## config.mk

```make
export PLATFORM = sky130hd
export DESIGN_NAME = adder_unit
export DESIGN_NICKNAME = d
export VERILOG_FILES = /design/src/rtl/adder_unit.sv
export SDC_FILE = /design/constraint.sdc
export NUM_CORES = 1
export LEC_CHECK = 0
export CAP_MARGIN = 20
export CELL_PAD_IN_SITES_DETAIL_PLACEMENT = 1
export CELL_PAD_IN_SITES_GLOBAL_PLACEMENT = 1
export CORE_UTILIZATION = 40
export CTS_CLUSTER_SIZE = 40
export DETAILED_ROUTE_END_ITERATION = 6
export DONT_BUFFER_PORTS = 1
export GPL_TIMING_DRIVEN = 0
export PLACE_DENSITY = 0.76
export SLEW_MARGIN = 20
export SYNTH_ARGS = -nofsm -noshare
export SYNTH_HDL_FRONTEND = slang
export SYNTH_SLANG_ARGS = --single-unit
```

## constraint.sdc

```tcl
create_clock -name clk -period 4.36 [get_ports clk]
set_input_delay 0.872 -clock clk [delete_from_list [all_inputs] [get_ports clk]]
set_output_delay 0.872 -clock clk [all_outputs]
set_load 0.005 [all_outputs]
```

## src/rtl/adder_unit.sv

```systemverilog
// adder_unit
//   Parameterized carry-lookahead adder. Bits are split into groups of BLOCK
//   bits. Each group resolves its internal carries by lookahead, and group
//   carries ripple from one group to the next. A combinational sum is
//   available at once, and a one-cycle registered copy carries the
//   carry/overflow flags.
//
// Ports
//   clk        : system clock (rising edge)
//   rst        : synchronous, active-high reset
//   a, b       : operands, WIDTH bits
//   in_valid   : capture the current sum into the registered outputs
//   result     : combinational (a + b) mod 2^WIDTH
//   out_valid  : registered outputs hold a freshly captured sum
//   result_q   : registered sum
//   carry_q    : registered unsigned carry-out
//   overflow_q : registered two's-complement overflow
module adder_unit #(
  parameter int WIDTH = 8,
  parameter int BLOCK = 4
) (
  input  logic             clk,
  input  logic             rst,
  input  logic [WIDTH-1:0] a,
  input  logic [WIDTH-1:0] b,
  input  logic             in_valid,
  output logic [WIDTH-1:0] result,
  output logic             out_valid,
  output logic [WIDTH-1:0] result_q,
  output logic             carry_q,
  output logic             overflow_q
);

  localparam int NG = (WIDTH + BLOCK - 1) / BLOCK;

  logic [WIDTH-1:0] g;
  logic [WIDTH-1:0] p;
  logic             carry_out;
  logic             carry_msb;   // carry into bit WIDTH-1
  logic             overflow;

  assign g = a & b;
  assign p = a ^ b;

  // Carry out of bit j of a group, written as a flat sum of products:
  //   gg[j] | pp[j]gg[j-1] | ... | pp[j..0]cin
  function automatic logic la_carry(input logic [BLOCK-1:0] gg,
                                    input logic [BLOCK-1:0] pp,
                                    input logic             cin,
                                    input int               j);
    logic term;
    logic acc;
    acc = 1'b0;
    for (int m = 0; m < BLOCK; m++) begin
      if (m <= j) begin
        term = gg[m];
        for (int n = m + 1; n < BLOCK; n++) begin
          if (n <= j) term = term & pp[n];
        end
        acc = acc | term;
      end
    end
    term = cin;
    for (int n = 0; n < BLOCK; n++) begin
      if (n <= j) term = term & pp[n];
    end
    return acc | term;
  endfunction

  for (genvar k = 0; k < NG; k++) begin : g_grp
    localparam int BASE = k * BLOCK;
    localparam int LEN  = ((WIDTH - BASE) < BLOCK) ? (WIDTH - BASE) : BLOCK;

    logic [BLOCK-1:0] gg;
    logic [BLOCK-1:0] pp;
    logic             cin;
    logic             cout;
    logic             grp_g;
    logic             grp_p;
    logic [LEN-1:0]   cbit;

    // Partial top group: unused upper lanes are zero, so they never generate.
    assign gg = BLOCK'(g[BASE +: LEN]);
    assign pp = BLOCK'(p[BASE +: LEN]);

    if (k == 0) begin : g_cin0
      assign cin = 1'b0;
    end else begin : g_cinr
      assign cin = g_grp[k-1].cout;
    end

    assign grp_g = la_carry(gg, pp, 1'b0, LEN - 1);
    assign grp_p = &pp[LEN-1:0];
    assign cout  = grp_g | (grp_p & cin);

    // Every internal carry depends only on the group carry-in.
    assign cbit[0] = cin;
    for (genvar j = 1; j < LEN; j++) begin : g_bit
      assign cbit[j] = la_carry(gg, pp, cin, j - 1);
    end

    assign result[BASE +: LEN] = pp[LEN-1:0] ^ cbit;

    if (k == NG - 1) begin : g_top
      assign carry_out = cout;
      assign carry_msb = cbit[LEN-1];
    end
  end

  assign overflow = carry_out ^ carry_msb;

  always_ff @(posedge clk) begin
    if (rst) begin
      result_q   <= '0;
      carry_q    <= 1'b0;
      overflow_q <= 1'b0;
      out_valid  <= 1'b0;
    end else begin
      out_valid <= in_valid;
      if (in_valid) begin
        result_q   <= result;
        carry_q    <= carry_out;
        overflow_q <= overflow;
      end
    end
  end

endmodule

```

==> impl_results.md <==
* Initial antenna violation count at 0
* Max Cap Viol at 0
* Fillers at 175
* Worst hold path type: reg -> reg
* Period utilisation layout at 0.755
* Violated checks: DRC
* Commonest non-fill, non-tap cell in the layout: nor2_1
* # Post-CTS Setup Buffers at 0
* RSZ-0062 raised after global routing: false
* CTS H-tree lvls at 1
* Setup Total Neg Slack at 0 ns
* Syn_nets at 100
* Clock power frac at 0.268
* Pre-CTS setup slack at 1.04 ns
* FF+latch count, synth at 11
* Critical Path Source: a[1]
* Antenna viol nets, final at 0
* Commonest cells after routing, fill and taps aside: nor2_1 (13), dfxtp_1 (11), ha_1 (10)
* Crit path max fanout at 3
* CTS tree: built
* Slew headroom at 0.700
* Pwr/cell area at 345 nW/um^2
* Reg clk slew, reported paths at 0.06 ns
* Initial cell density of the core at 0.440
* CTS root buf: clkbuf_4
* Routed WL per cell at 14.9 um
* DRT Pass-1 Iters at 5
* Gpl congestion at 0.670
* DIE AREA at 1880 sq um
* Final slew viol count at 0
* Worst R2R Setup Slack at 3.67 ns
* Vias in the first global route at 554
* Core Area at 1560 sq um
* Row Count at 14
* DRC errors left at 6
* Gate Count Post-Synth at 69
* P_sw at 77.0 uW
* P_int at 175 uW
* Seq/Total Area, Yosys at 0.321
* Max Root-Sink Buffers at 2
* Synth unique cells at 18
* Worst-skew pair later-pin latency at 0.26 ns
* Worst setup EP type: primary output
* Total GRT Usage at 0.172
* Worst slew pin tran at 0.450 ns
* Logic pwr share at 0.264
* Layout Nets at 105
* Final worst slack at 1.07 ns
* Layout Skew at 0 ns
* Die X-Extent at 43.4 um
* YS warnings at 0
* Total CTS buffers at 3
* Area Overhead vs Synth at 6.75%
* DP Wirelength at 1.14 mm
* Diode count at 0
* Starting DRC count in detailed routing at 9
* Element type at the critical path start: primary input
* Period minus WS final at 3.29 ns
* I/O Pins at 38
* Sw frac at 0.305
* Worst flop-to-flop path startpoint: carry_q$_SDFFE_PP0P_
* Total wire length at 1.33 mm
* Post-cts resize count at 0
* Post-synth design cell area at 686 sq um
* I/O Buffers at 0
* Data required, critical path at 3.49 ns
* # hold bufs at CTS at 0
* VDD IR max at 0.150 mV
* Data arrival, critical path at 2.42 ns
* LEAKAGE at 0.000331 uW
* R2R cell count at 2
* Layout cells sized above 1 at 0.0959
* Sequential share of power at 0.468
* Crit path to: result[7]
* Run status: complete, but fails checks
* Clock Sinks at 11
* Setup CP Type: in -> out
* Fmax at 304 MHz
* Die height at 43.4 um
* Hold path cells at 2
* R2R Path End: carry_q$_SDFFE_PP0P_
* Gr ovfl total at 0
* Vias per cell at 5.51
* Mean post-synth cell area at 9.94 sq um
* First-pass GRT wire length at 2.37 mm
* Via count of the routed design at 490
* Pin count of the biggest net entering global routing at 11
* Hold Violations, Final at 0
* Final setup vio count at 0
## Yosys cell counts
| master | number | area share |
|---|---|---|
| a211oi_1 | 1 | 0.011 |
| a211oi_2 | 2 | 0.036 |
| a21oi_1 | 3 | 0.022 |
| buf_2 | 1 | 0.0073 |
| clkbuf_1 | 1 | 0.0055 |
| dfxtp_1 | 11 | 0.32 |
| fa_1 | 2 | 0.058 |
| ha_1 | 10 | 0.18 |
| mux2i_1 | 8 | 0.12 |
| nand2_1 | 4 | 0.022 |
| nand2_2 | 1 | 0.0091 |
| nor2_1 | 13 | 0.071 |
| nor2b_1 | 1 | 0.0091 |
| o211ai_1 | 2 | 0.022 |
| o21a_1 | 2 | 0.022 |
| o21ai_1 | 1 | 0.0073 |
| xnor2_1 | 2 | 0.026 |
| xor2_1 | 4 | 0.051 |
## power by group through the flow
stage          Combinational (uW)  Sequential (uW)  Clock (uW)
6_report                     66.7              118        67.6
5_1_grt                      76.3              120        79.3
4_1_cts                      68.7              118        72.4
3_5_place_dp                 68.2              120           0
3_3_place_gp                 66.0              120           0
2_1_floorplan                56.6              119           0
## flip-flops by register name, indices dropped and copies added, names as in the netlist
name and flops:
out_valid 1, carry_q 1, overflow_q 1, result_q 8
## worst min-delay path by stage
stage                                         from                       end  slack, ns
after global placement        carry_q$_SDFFE_PP0P_      carry_q$_SDFFE_PP0P_       0.50
after global routing          carry_q$_SDFFE_PP0P_      carry_q$_SDFFE_PP0P_       0.56
after CTS                     carry_q$_SDFFE_PP0P_      carry_q$_SDFFE_PP0P_       0.53
after floorplan               carry_q$_SDFFE_PP0P_      carry_q$_SDFFE_PP0P_       0.48
final                         carry_q$_SDFFE_PP0P_      carry_q$_SDFFE_PP0P_       0.52
after detailed placement  result_q[6]$_SDFFE_PP0P_  result_q[6]$_SDFFE_PP0P_       0.51
## per-layer routing
layer	share of wire	GRT usage	up-vias
met2	0.56	0.288	18
li1	-	-	248
met5	0	0	-
met1	0.36	0.189	224
met3	0.079	0.100	0
met4	0	0.0375	0
## worst max-delay path, stage by stage
cell and delay, ns:
ha_1 0.27, ha_1 0.20, o211ai_1 0.17, nand2_1 0.15, ha_1 0.25, o211ai_1 0.19, nand2_2 0.09, xor2_1 0.22
## logic make-up after synthesis
group	Yosys count	synth area share
AND/OR/NAND/NOR	19	0.111
adder cells (fa/ha/maj)	12	0.241
AO/OA/AOI/OAI	11	0.120
flip-flops	11	0.321
multiplexers	8	0.117
XOR/XNOR	6	0.0766
buffers and inverters	2	0.0128
## through the flow
stage          cell area [sq um]   util  power [uW]  hold slack [ns]  cells
6_report                     732  0.470         252            0.523     89
5_1_grt                      732  0.470         275            0.559     89
4_1_cts                      732  0.470         259            0.527     89
3_5_place_dp                 706  0.453         189            0.514     85
3_3_place_gp                 706  0.453         186            0.499     85
2_1_floorplan                686      -         175            0.478     69
## cell type report
type                            count  area [sq um]  share of cell area
Buffer                              2          8.76              0.0120
Multi-Input combinational cell     56           457               0.624
Sequential cell                    11           220               0.301
Tap cell                           16          20.0              0.0274
Clock buffer                        4          26.3              0.0359
Power figures use the tool's default switching activity.
